===== src/rtl/dual_nibble_loader.sv =====
// dual_nibble_loader
//
// Collects two operand nibbles from a valid/ready stream. The first accepted
// nibble is A and the second is B. Once both are held, enab is driven high for
// HOLD_CYCLES consecutive cycles. The cycle after that window, done pulses
// for one cycle.
//
// Parameters
//   WIDTH        width of in_data, A and B
//   HOLD_CYCLES  length of the enab window in cycles (1..255)
//
// Ports
//   clk       rising-edge clock
//   rst_n     asynchronous active-low reset
//   clear     synchronous abort: back to IDLE, A/B zeroed, no done
//   in_valid  upstream nibble valid
//   in_data   upstream nibble
//   in_ready  nibble can be accepted this cycle (IDLE or WAIT_B)
//   A, B      registered operands
//   enab      registered enable, high only while in DRIVE
//   busy      high whenever the FSM is not in IDLE
//   done      one-cycle pulse in the first IDLE cycle after a full window
module dual_nibble_loader #(
    parameter int WIDTH       = 4,
    parameter int HOLD_CYCLES = 4
) (
    input  logic             clk,
    input  logic             rst_n,
    input  logic             clear,
    input  logic             in_valid,
    input  logic [WIDTH-1:0] in_data,
    output logic             in_ready,
    output logic [WIDTH-1:0] A,
    output logic [WIDTH-1:0] B,
    output logic             enab,
    output logic             busy,
    output logic             done
);

    // The counter only needs to hold HOLD_CYCLES-1. Keep it at least 1 bit wide
    // so that HOLD_CYCLES=1 still produces a legal vector.
    localparam int CW = (HOLD_CYCLES > 1) ? $clog2(HOLD_CYCLES) : 1;
    localparam logic [CW-1:0] CNT_LOAD = CW'(HOLD_CYCLES - 1);

    typedef enum logic [1:0] {
        IDLE   = 2'd0,
        WAIT_B = 2'd1,
        DRIVE  = 2'd2
    } state_t;

    state_t            state, state_n;
    logic [CW-1:0]     cnt, cnt_n;
    logic [WIDTH-1:0]  a_n, b_n;
    logic              enab_n, done_n;
    logic              xfer;

    // in_ready and busy come from the state register alone, so an asynchronous
    // reset moves them to their idle values at once.
    assign in_ready = (state != DRIVE);
    assign busy     = (state != IDLE);
    assign xfer     = in_valid & in_ready;

    always_ff @(posedge clk or negedge rst_n) begin
        if (!rst_n) begin
            state <= IDLE;
            cnt   <= '0;
            A     <= '0;
            B     <= '0;
            enab  <= 1'b0;
            done  <= 1'b0;
        end else begin
            state <= state_n;
            cnt   <= cnt_n;
            A     <= a_n;
            B     <= b_n;
            enab  <= enab_n;
            done  <= done_n;
        end
    end

    always_comb begin
        state_n = state;
        cnt_n   = cnt;
        a_n     = A;
        b_n     = B;
        enab_n  = 1'b0;
        done_n  = 1'b0;

        case (state)
            IDLE: begin
                if (xfer) begin
                    a_n     = in_data;
                    state_n = WAIT_B;
                end
            end
            WAIT_B: begin
                if (xfer) begin
                    b_n     = in_data;
                    cnt_n   = CNT_LOAD;
                    enab_n  = 1'b1;
                    state_n = DRIVE;
                end
            end
            DRIVE: begin
                // The counter runs from HOLD_CYCLES-1 down to 0, which gives
                // exactly HOLD_CYCLES cycles in DRIVE. The edge where it is 0
                // closes the window.
                if (cnt == '0) begin
                    state_n = IDLE;
                    done_n  = 1'b1;
                end else begin
                    cnt_n   = cnt - 1'b1;
                    enab_n  = 1'b1;
                end
            end
            default: begin
                state_n = IDLE;
                cnt_n   = '0;
            end
        endcase

        // clear has priority over everything, including a transfer on the same edge.
        if (clear) begin
            state_n = IDLE;
            cnt_n   = '0;
            a_n     = '0;
            b_n     = '0;
            enab_n  = 1'b0;
            done_n  = 1'b0;
        end
    end

endmodule


===== config.mk =====
export PLATFORM = sky130hd
export DESIGN_NAME = dual_nibble_loader
export DESIGN_NICKNAME = d
export VERILOG_FILES = /design/src/rtl/dual_nibble_loader.sv
export SDC_FILE = /design/constraint.sdc
export NUM_CORES = 1
export LEC_CHECK = 0
export CORE_MARGIN = 4
export CORE_UTILIZATION = 50
export DETAILED_ROUTE_END_ITERATION = 7
export PLACE_DENSITY = 0.78
export SLEW_MARGIN = 25
export SYNTH_ARGS = -nofsm -noshare
export SYNTH_HDL_FRONTEND = slang
export SYNTH_SLANG_ARGS = --single-unit
export TNS_END_PERCENT = 50

===== constraint.sdc =====
create_clock -name clk -period 4.1 [get_ports clk]
set_input_delay 1.23 -clock clk [delete_from_list [all_inputs] [get_ports clk]]
set_output_delay 1.23 -clock clk [all_outputs]
set_load 0.05 [all_outputs]

==> qor.txt <==
Final Instance Area -> 958 sq um
pwr/cell area -> 377 nW/um^2
Max Cap Viol -> 0
syn nets -> 92
post-route minimum period -> 3210 ps
initial antenna violation count -> 0
Reg clk slew, reported paths -> 80 ps
slowest CP cell -> clkdlybuf4s50_1
register area share after synthesis -> 46.4%
Die Width -> 46.8 microns
share of cells above drive strength 1 -> 5.21%
max-slew violations -> 0
CP arrival -> 1980 ps
maximum vdd drop -> 0.217 mV
Iteration-0 DRC Markers -> 17
final wirelength -> 1570 microns
Critical Path RT -> 2870 ps
Fin Setup TNS -> 0 ps
postcts setup bufs -> 0
Residual DRC -> 0
number of synthesized flops with an enable pin -> 0
CTS max path bufs -> 2
Primary FF master, synth -> dfrtp_1
crit end category -> primary output
Final Wtd Congestion -> 0.845
slowest stage delay, CP -> 800 ps
CP bufs+invs -> 3
Final Non-Filler Cells -> 111
FF+latch count, synth -> 14
Routed met1 length -> 730 microns
Area Overhead vs Synth -> 27.0%
status -> completed
first-pass iteration count of the detailed router -> 4
Static Leakage -> 0.000399 uW
most used cell, CP -> inv_1
die area -> 2190 sq um
RSZ-0062 raised after global routing -> false
Fin. Hold Viols -> 0
kind of critical path -> flop to primary output
WL per Instance -> 14.1 microns
gr usage total -> 16.7%
worst path cell trace -> inv_1, ha_1, inv_1, clkdlybuf4s50_1
met2 routed WL -> 737 microns
Async S/R FF share, synth -> 100%
Initial Utilization -> 55.2%
largest net degree at the start of global routing -> 15
WL met3 -> 97 microns
final clock skew -> 6.66 ps
Hold Crit Class -> flop to flop
hold path startpoint -> B[3]$_DFFE_PN0P_
antenna diode count -> 0
Hold-fix buffers, CTS -> 0
endpoints failing setup -> 0
post-DP HPWL -> 1190 microns
total number of vias -> 635
Hold Path Depth -> 2
Crit path depth -> 4
remaining global-route overflow -> 0
clk sinks -> 14
DP Area -> 936 sq um
Commonest cells post-synth -> dfrtp_1, a21oi_1, nand2_1, nand3_1
crit share post-route -> 78.2%
Peak Freq -> 312 MHz
clock latency on the worst-skew pair -> 270 ps
Crit Reg-Reg Endpoint -> state[1]$_DFFE_PN0P_
via density per instance -> 5.72
Least-Margin Pin Slew -> 615 ps
site row count -> 13
ranking of synthesized cells by area -> dfrtp_1, ha_1, a21oi_1
syn avg cell area -> 9.67 sq um
CTS root buf -> clkbuf_4
R2R Setup Slk -> 2370 ps
reg2reg start -> state[0]$_DFFE_PN0P_
depth of the CTS H-tree -> 1
CP Launch Type -> flop
total CTS buffers -> 3
Synth Instances -> 78
Slew HR -> 58.9%
num ports -> 20
PortBufs -> 19
post-cts resize count -> 0
Nets -> 112
fillers -> 116
number of global-route vias before repair -> 613
Highest Signal Layer -> met3
Cell Area, Synth -> 754 sq um
Worst R2R Path Depth -> 5
post-route ant nets -> 0
Yosys top cell area share -> 46.4%
cell family with most CP delay -> buffers and inverters
Placed Instances -> 108
Yosys top cell by area -> dfrtp_1
Register Area -> 350 sq um
first-pass GRT wire length -> 2620 microns
Worst Path Max Fanout -> 10
die height -> 46.8 microns
count leader, synth -> dfrtp_1
core outline area -> 1370 sq um
Netlist cell types -> 21
multi-input logic area -> 354 sq um
Ys Warns -> 0
worst-case hold path end point -> B[3]$_DFFE_PN0P_
CTS tree -> done
[layout make-up]
class / instances / share of cell area [%]
Clock buffer: 3 / 2.35
Inverter: 6 / 2.35
Multi-Input combinational cell: 54 / 36.9
Sequential cell: 14 / 36.6
Tap cell: 15 / 1.96
Timing Repair Buffer: 19 / 19.8
[cell families after synthesis]
| logic type | after synthesis | share of synthesized area [%] |
|---|---|---|
| compound gates | 18 | 15.9 |
| flops | 14 | 46.4 |
| simple gates | 30 | 21.1 |
| fa+ha+maj | 6 | 9.95 |
| buf+inv | 10 | 6.63 |
[state kept, by name (all words and copies together), names as in the netlist]
register / count
A: 4
B: 4
cnt: 2
state: 2
done: 1
enab: 1
[per-layer routing]
| metal | vias up | track usage [%] |
|---|---|---|
| li1 | 306 | - |
| met1 | 309 | 23.6 |
| met2 | 20 | 25.2 |
| met3 | 0 | 4.60 |
| met4 | 0 | 4.42 |
| met5 | - | 0 |
[worst max-delay path by stage]
stage,startpoint,endpoint,slack (ps)
4_1_cts,state[0]$_DFFE_PN0P_,busy,890
3_3_place_gp,state[0]$_DFFE_PN0P_,busy,1250
6_report,state[0]$_DFFE_PN0P_,busy,890
5_1_grt,state[0]$_DFFE_PN0P_,busy,780
3_5_place_dp,state[0]$_DFFE_PN0P_,busy,1190
2_1_floorplan,state[0]$_DFFE_PN0P_,busy,1820
[cells in the final DEF, fill, tap and decap left out]
cell type,Yosys,layout
nor3b_2,1,1
a21boi_1,1,1
a211oi_1,2,2
clkbuf_4,0,3
nand2b_1,2,2
nor2b_1,5,5
a211oi_2,1,1
o221ai_1,2,2
ha_1,6,6
o41ai_1,2,2
nor2_1,1,1
nand3_1,8,8
nor3_1,2,2
nand2_1,9,9
inv_1,6,6
clkdlybuf4s50_1,0,19
dfrtp_1,14,14
a21oi_1,10,10
nand3b_1,2,2
[through the flow]
stage | hold slack (ps) | power, uW | setup slack [ps] | util, %
after floorplan | 537 | 251 | 1820 | -
after global placement | 509 | 286 | 1250 | 68.5
after detailed placement | 515 | 289 | 1190 | 68.5
after CTS | 527 | 364 | 887 | 70.1
after global routing | 559 | 381 | 784 | 70.1
final | 521 | 361 | 894 | 70.1
[worst reg2reg max path, cell delays in order (launching register included)]
cell and delay, ps:
dfrtp_1 390, inv_1 90, ha_1 290, nor2b_1 520, a21oi_1 150, nor3_1 200
[report_power, final]
group / internal, uW / switching [uW] / leakage (uW)
sequential: 148 / 5.99 / 0.000191
clock: 34.0 / 40.4 / 0.0000138
combinational: 46.6 / 86.0 / 0.000193
total: 229 / 132 / 0.000399
Note: power is estimated with default switching activity, not from simulation.
